### src/rtl/mem_arbiter.sv
// mem_arbiter: arbitrates one shared line-wide memory port between an I-cache (line fills)
// and a D-cache (line fills and write-backs).
//
// Ports:
//   clk, rst                      single clock, synchronous active-high reset
//   i_mem_read/i_mem_addr         I-cache fill request and line address
//   i_mem_rdata/i_mem_ready       I-cache returned line and one-cycle completion pulse
//   d_mem_read/d_mem_write        D-cache fill / write-back request
//   d_mem_addr/d_mem_wdata        D-cache line address and write-back data
//   d_mem_rdata/d_mem_ready       D-cache returned line and one-cycle completion pulse
//   mem_read/mem_write            shared-memory strobes (never both, only while serving)
//   mem_addr/mem_wdata            shared-memory address and write data
//   mem_rdata/mem_ready           shared-memory read data and completion
//
// D has priority, but after STARVE_LIM consecutive D grants with I waiting, I wins once.

module mem_arbiter #(
    parameter int unsigned ADDR_W     = 28,
    parameter int unsigned DATA_W     = 128,
    parameter int unsigned STARVE_LIM = 4
) (
    input  logic              clk,
    input  logic              rst,
    input  logic              i_mem_read,
    input  logic [ADDR_W-1:0] i_mem_addr,
    output logic [DATA_W-1:0] i_mem_rdata,
    output logic              i_mem_ready,
    input  logic              d_mem_read,
    input  logic              d_mem_write,
    input  logic [ADDR_W-1:0] d_mem_addr,
    input  logic [DATA_W-1:0] d_mem_wdata,
    output logic [DATA_W-1:0] d_mem_rdata,
    output logic              d_mem_ready,
    output logic              mem_read,
    output logic              mem_write,
    output logic [ADDR_W-1:0] mem_addr,
    output logic [DATA_W-1:0] mem_wdata,
    input  logic [DATA_W-1:0] mem_rdata,
    input  logic              mem_ready
);

    localparam int unsigned CntW = (STARVE_LIM > 0) ? $clog2(STARVE_LIM + 1) : 1;
    localparam logic [CntW-1:0] StarveLim = CntW'(STARVE_LIM);

    typedef enum logic [1:0] {
        StIdle,
        StServeI,
        StServeD,
        StResp
    } state_e;

    state_e            state_q, state_d;
    logic              owner_q, owner_d;   // 1: D-cache owns the current transfer
    logic              op_we_q, op_we_d;   // 1: current transfer is a write-back
    logic [ADDR_W-1:0] addr_q, addr_d;
    logic [DATA_W-1:0] wdata_q, wdata_d;
    logic [DATA_W-1:0] i_rdata_q, i_rdata_d;
    logic [DATA_W-1:0] d_rdata_q, d_rdata_d;
    logic [CntW-1:0]   starve_q, starve_d;

    logic d_req;
    logic i_wins;
    logic serving;

    assign d_req   = d_mem_read | d_mem_write;
    // I wins when alone, or when D has been favoured STARVE_LIM times in a row.
    assign i_wins  = i_mem_read & (~d_req | (starve_q == StarveLim));
    assign serving = (state_q == StServeI) || (state_q == StServeD);

    always_comb begin
        state_d   = state_q;
        owner_d   = owner_q;
        op_we_d   = op_we_q;
        addr_d    = addr_q;
        wdata_d   = wdata_q;
        i_rdata_d = i_rdata_q;
        d_rdata_d = d_rdata_q;
        starve_d  = starve_q;

        unique case (state_q)
            StIdle: begin
                if (!i_mem_read) begin
                    starve_d = '0;
                end
                if (i_wins) begin
                    state_d  = StServeI;
                    owner_d  = 1'b0;
                    op_we_d  = 1'b0;
                    addr_d   = i_mem_addr;
                    starve_d = '0;
                end else if (d_req) begin
                    state_d = StServeD;
                    owner_d = 1'b1;
                    // A simultaneous read stays pending behind the write-back.
                    op_we_d = d_mem_write;
                    addr_d  = d_mem_addr;
                    if (d_mem_write) begin
                        wdata_d = d_mem_wdata;
                    end
                    if (i_mem_read && (starve_q != StarveLim)) begin
                        starve_d = starve_q + CntW'(1);
                    end
                end
            end
            StServeI, StServeD: begin
                if (mem_ready) begin
                    state_d = StResp;
                    if (!op_we_q) begin
                        if (owner_q) begin
                            d_rdata_d = mem_rdata;
                        end else begin
                            i_rdata_d = mem_rdata;
                        end
                    end
                end
            end
            StResp: begin
                state_d = StIdle;
            end
            default: begin
                state_d = StIdle;
            end
        endcase
    end

    always_ff @(posedge clk) begin
        if (rst) begin
            state_q   <= StIdle;
            owner_q   <= 1'b0;
            op_we_q   <= 1'b0;
            addr_q    <= '0;
            wdata_q   <= '0;
            i_rdata_q <= '0;
            d_rdata_q <= '0;
            starve_q  <= '0;
        end else begin
            state_q   <= state_d;
            owner_q   <= owner_d;
            op_we_q   <= op_we_d;
            addr_q    <= addr_d;
            wdata_q   <= wdata_d;
            i_rdata_q <= i_rdata_d;
            d_rdata_q <= d_rdata_d;
            starve_q  <= starve_d;
        end
    end

    // Memory side is driven purely from the latched transfer registers.
    assign mem_read    = serving & ~op_we_q;
    assign mem_write   = serving & op_we_q;
    assign mem_addr    = addr_q;
    assign mem_wdata   = wdata_q;

    assign i_mem_ready = (state_q == StResp) & ~owner_q;
    assign d_mem_ready = (state_q == StResp) & owner_q;
    assign i_mem_rdata = i_rdata_q;
    assign d_mem_rdata = d_rdata_q;

endmodule
### config.mk
export PLATFORM = sky130hd
export DESIGN_NAME = mem_arbiter
export DESIGN_NICKNAME = d
export VERILOG_FILES = /design/src/rtl/mem_arbiter.sv
export SDC_FILE = /design/constraint.sdc
export NUM_CORES = 1
export LEC_CHECK = 0
export ABC_AREA = 1
export BUFFER_PORTS_ARGS = -buffer_cell sky130_fd_sc_hd__buf_2
export CORE_AREA = 4 4 281 283
export DETAILED_ROUTE_END_ITERATION = 10
export DIE_AREA = 0 0 285 287
export GPL_ROUTABILITY_DRIVEN = 0
export PLACE_DENSITY = 0.43
export RECOVER_POWER = 50
export SLEW_MARGIN = 20
export SYNTH_ARGS = -nofsm -noshare
export SYNTH_HDL_FRONTEND = slang
export SYNTH_SLANG_ARGS = --single-unit
### constraint.sdc
create_clock -name clk -period 2.9 [get_ports clk]
set_input_delay 0.145 -clock clk [delete_from_list [all_inputs] [get_ports clk]]
set_output_delay 0.145 -clock clk [all_outputs]
set_load 0.01 [all_outputs]
---- Yosys cells after proc, flatten, opt, wreduce, memory -nomap -nowiden ----
Index checks and enable logic that the tools add are counted.
operators by class
  bitwise logic cells ..................... 11
  equal/unequal tests ..................... 7
  muxes and demuxes ....................... 14
  reductions and logical operators ........ 10
  $add $sub $neg .......................... 1
operators with widths
  kind                 count
  $mux 28              2
  $mux 3               4
  $reduce_and 4->1     3
  $mux 2               3
  $ne 3x3->1 const B   2
  $pmux 2 s3           1
  $and 1x1->1          5
  $eq 2x2->1 const B   2
  $mux 1               4
  $not 1->1            4
  $reduce_and 2->1     2
  $add 3x1->3 const B  1
  $eq 3x3->1 const B   1
  $eq 2x1->1 const B   1
  $logic_not 2->1      1
  $ne 2x2->1 const B   1
  $or 1x1->1           2
  $reduce_bool 2->1    1
  $reduce_or 2->1      1
  $logic_and 1x1->1    1
  $logic_or 1x1->1     1
storage, ports and cells
  flip-flop bits (word level) ............. 419
  output and inout bits ................... 416

---- Depth between registers and ports, before layout ----
  word-level depth ........................ 6
  depth in mapped cells ................... 10
  mapped depth without buffers ............ 9

---- Worst setup path before layout ----
OpenSTA, ideal clock, no wires.
  path kind ............................... register -> register
  start ................................... reg state_q[0]
  end ..................................... reg i_rdata_q[27] (netlist: i_mem_rdata[27])
  arrival time ............................ 1.493 ns
  stages on the path, launching flop included .. 10
  required time ........................... 2.772 ns
  library setup time ...................... 0.128 ns
  slack ................................... 1.279 ns
  period minus slack after synthesis ...... 1.621 ns
  cell sequence ........................... dfxtp_1 > inv_1 > ha_1 > inv_2 > nor2_4 > nand3_2 > buf_4 > clkbuf_1 > o21ai_0 > a21oi_1
between the ends
  word-level cells in the longest chain between the ends .. 3
RTL lines
  what                                      line  source
  start: declaration                        52    state_e state_q, state_d;
  start signal: assignment                  128   state_q <= StIdle;
  start signal: assignment                  137   state_q <= state_d;
  $eq 2x1->1 or $eq 2x2->1 (tied branches)  80    unique case (state_q)
  $reduce_or 2->1 *                         80
  $reduce_and 4->1 (no source line) *       n/a
  end signal: assignment                    142   i_rdata_q <= i_rdata_d;
  end: declaration                          57    logic [DATA_W-1:0] i_rdata_q, i_rdata_d;
Every way passes the cells marked *; elsewhere a longest branch is shown, timed or not.
A chain may end at the register's enable or synchronous reset.

---- Worst setup path in the final report ----
  start ................................... reg state_q[0]
  end ..................................... reg addr_q[14] (netlist: mem_addr[14])
between the ends
  word-level cells in the longest chain between the ends .. 2
RTL lines
  what                               line  source
  $logic_not 2->1                    80
  $reduce_and 2->1 (no source line)  n/a
  end signal: assignment             140   addr_q <= addr_d;
  end: declaration                   55    logic [ADDR_W-1:0] addr_q, addr_d;
No other way between the ends.

==> out/results.ini <==
[outcome]
outcome=finished clean

[detailed_routing]
final_antenna_net_count=0
drt-pass1-iter-count=5
wl_per_cell_um=16.61
totalWireLength_um=67170
viasPerCell=4.111
num_vias=16620
drc=0
first_iter_violations=838

[worst_setup_path]
cp.depth=9
worst-endpoint-arrival_ps=3050
crit_chain=inv_1 -> ha_1 -> inv_1 -> a21oi_4 -> buf_4 -> nand3_1 -> dlygate4sd3_1 -> nand2_1 -> inv_1
worst_path_most_repeated_cell=inv_1
r2r_cells=9
cp_data_required_time_ps=3380
slowest_stage=dlygate4sd3_1
endpoint_kind=flip-flop
crit_buf_inv=5
crit_family=buffers and inverters
setup.worst_path.start_class=flip-flop
crit_path_max_incr_delay_ps=570
crit_fanout=25
r2r_end=mem_addr[14]
worstSetupPathType=flip-flop to flip-flop
timing.rr.start=state_q[0]
r2r_setup_slack_ps=330

[power_and_ir_drop]
clkPwrFrac=0.321
cellPowerDensity_nw_per_um2=829.1
p_switching_mw=7.117
p_leak_nw=9.615
internal-power_mw=13.11
peakVddDrop_uv=385.2
p_seq_frac=0.381
combPwrFrac=0.297
netSwitchingFraction=0.3519

[sta]
setup_viol=0
worst_pin_slew_ps=848.3
maxSlewViolCount=0
rsz0062_at_grt=no
hold_viol_final=0
fin_crit_ps=2570
fin_tns_setup_ps=0
skew_ps=19.23
finalCritPeriodShare=0.8861
max_clock_freq_mhz=389.2
slew_headroom=0.4344

[synthesis]
synth_seq_area_share=0.5357
synth_fa_ha_area_frac=0.003995
synth_compound_area_frac=0.1693
yosys_warnings=0
synth.avg_cell_area_sq_um=7.845
synth-seq-cells=419
yosys-mux-area-fraction=0
synth-xor-area-share=0.0005593
synth_cells=1996
synth_nets=2319
synth_top_family_by_area=simple AND/OR/NAND/NOR gates
synth-simple-area-share=0.1887
synth_area_sq_um=15660
yosysUniqueCellTypes=25

[worst_hold_path]
worstHoldStart=d_mem_read
hold_depth=6
hp-class=input pin to flip-flop
hold_end=op_we_q

[clock_tree]
h-tree-depth=2
tritoncts=yes
clock-sinks=419
cts-root-buf=clkbuf_16
worstSkewPairLatency_ps=580
cts-buffers-inserted=50
cts_buffer_depth=3
path_clk_slew_ps=60

[floorplanning]
std_cell_rows=102
die_h_um=287
top_level_ports=734
dieWidth_um=285
core_sq_um=76700
initial_utilization=0.2042
dieArea_sq_um=81800

[flow_run]
drv_cap=0

[placement]
port_buffers=733
place_area_sq_um=20040
dp_hpwl_um=47120

[layout]
nNetsFinal=3282
fin_area_sq_um=24390
seqCellArea_sq_um=8388
area_growth_pct=55.79
nFillCells=8532
multiInputGateArea_sq_um=5707
drive_gt1_frac=0.1476

[global_routing]
grt_pass1_vias=16810
antenna_found_initial=13
grtUsageTotal=0.1551
grt_max_degree=163
grt_pass1_wl_um=100300
grt_overflow=0

registers in the layout (all words and copies together), names as in the netlist:
name         flops
d_mem_rdata    128
i_mem_rdata    128
mem_wdata      128
mem_addr        28
starve_q         3
state_q          2
op_we_q          1
owner_q          1
how the worst max path moves through the flow:
| stage | from | to | slack (ps) |
|---|---|---|---|
| floorplan | state_q[0] | i_mem_rdata[27] | 1280 |
| finish | state_q[0] | mem_addr[14] | 330 |
| CTS | state_q[0] | mem_addr[6] | 330 |
| global route | state_q[1] | mem_addr[2] | 100 |
| detailed placement | state_q[0] | mem_wdata[26] | 860 |
| global placement | state_q[1] | mem_addr[4] | 880 |
area by class of cell:
type	instances	share of cell area
timing repair buffer	1071	0.2716
antenna	9	0.0009232
multi-input combinational	1242	0.2339
tap	1040	0.05334
sequential	419	0.3438
clock inverter	15	0.008412
clock buffer	73	0.06062
inverter	175	0.02734
layer usage:
layer	wire length, um	share of wire	up-vias	GRT usage
met5	8	0.00012	-	0
met4	3337	0.050	2	0.08186
met3	4314	0.064	139	0.04251
met2	32140	0.48	504	0.2602
met1	27370	0.41	7574	0.1811
li1	-	-	8405	-
Yosys cell counts:
cell type	n	area share
nand3_2	2	0.0013
a21oi_1	251	0.080
a21oi_2	11	0.0062
nand3_1	188	0.060
clkbuf_1	69	0.017
buf_6	17	0.012
o21ai_0	232	0.074
or2_2	1	0.00040
nor2_4	1	0.00072
nor2_1	320	0.077
xor2_1	1	0.00056
inv_2	3	0.00072
buf_8	1	0.00096
nand4_1	2	0.00080
inv_1	172	0.041
ha_1	5	0.0040
a211oi_1	1	0.00048
clkbuf_2	4	0.0013
dfxtp_1	419	0.54
nand2_2	3	0.0012
buf_1	5	0.0012
buf_2	19	0.0061
nand2_1	198	0.047
o21ai_1	26	0.0083
buf_4	45	0.022
power by group through the flow:
| stage | sequential (mW) | combinational [mW] | clock [mW] |
|---|---|---|---|
| finish | 7.71 | 6.02 | 6.49 |
| detailed placement | 7.78 | 5.94 | 0 |
| global route | 7.87 | 6.75 | 6.96 |
| global placement | 7.78 | 5.96 | 0 |
| floorplan | 8.37 | 2.85 | 0 |
| CTS | 7.68 | 6.46 | 6.74 |
logic make-up (layout without fill, tap and decap cells):
group / Yosys count / count (layout)
and+or+nand+nor: 715 / 715
AOI/OAI and AO/OA: 521 / 521
DFF: 419 / 419
buffers and inverters: 335 / 1334
adders and majority gates: 5 / 5
xor gates and xnor gates: 1 / 1
other: 0 / 9
timing repair:
action                    in CTS  in global routing
resized for setup              0                  0
hold buffers                 316                  0
hold endpoints to repair     415                  0
setup buffers                  0                  0
per-stage QoR:
stage / setup slack, ps / power [mW] / instances / hold WS (ps) / utilization
2_1_floorplan: 1279 / 11.22 / 1996 / 293.2 / -
3_3_place_gp: 883.3 / 13.73 / 3631 / 397.7 / 0.2613
3_5_place_dp: 859.0 / 13.73 / 3631 / 401.9 / 0.2613
4_1_cts: 325.1 / 20.88 / 4035 / 45.70 / 0.3245
5_1_grt: 104.0 / 21.57 / 4043 / 93.86 / 0.3180
6_report: 330.4 / 20.22 / 4044 / 58.76 / 0.3180
worst reg2reg max path, cell delays in order (launching register included):
cell,delay (ps)
dfxtp_1,320
inv_1,80
ha_1,290
inv_1,170
a21oi_4,430
buf_4,380
nand3_1,120
dlygate4sd3_1,570
nand2_1,70
inv_1,30
cell usage in the layout, fill, tap and decap left out, drive strengths merged:
cell type	count
or2	1
clkinv	5
dlygate4sd3	316
nand2	201
diode	9
buf	343
bufinv	4
nor2	321
dfxtp	419
ha	5
a21oi	262
inv	178
a211oi	1
clkbuf	485
clkinvlp	3
nand3	190
xor2	1
o21ai	258
nand4	2
No activity file was read; power rests on OpenSTA's default activity.
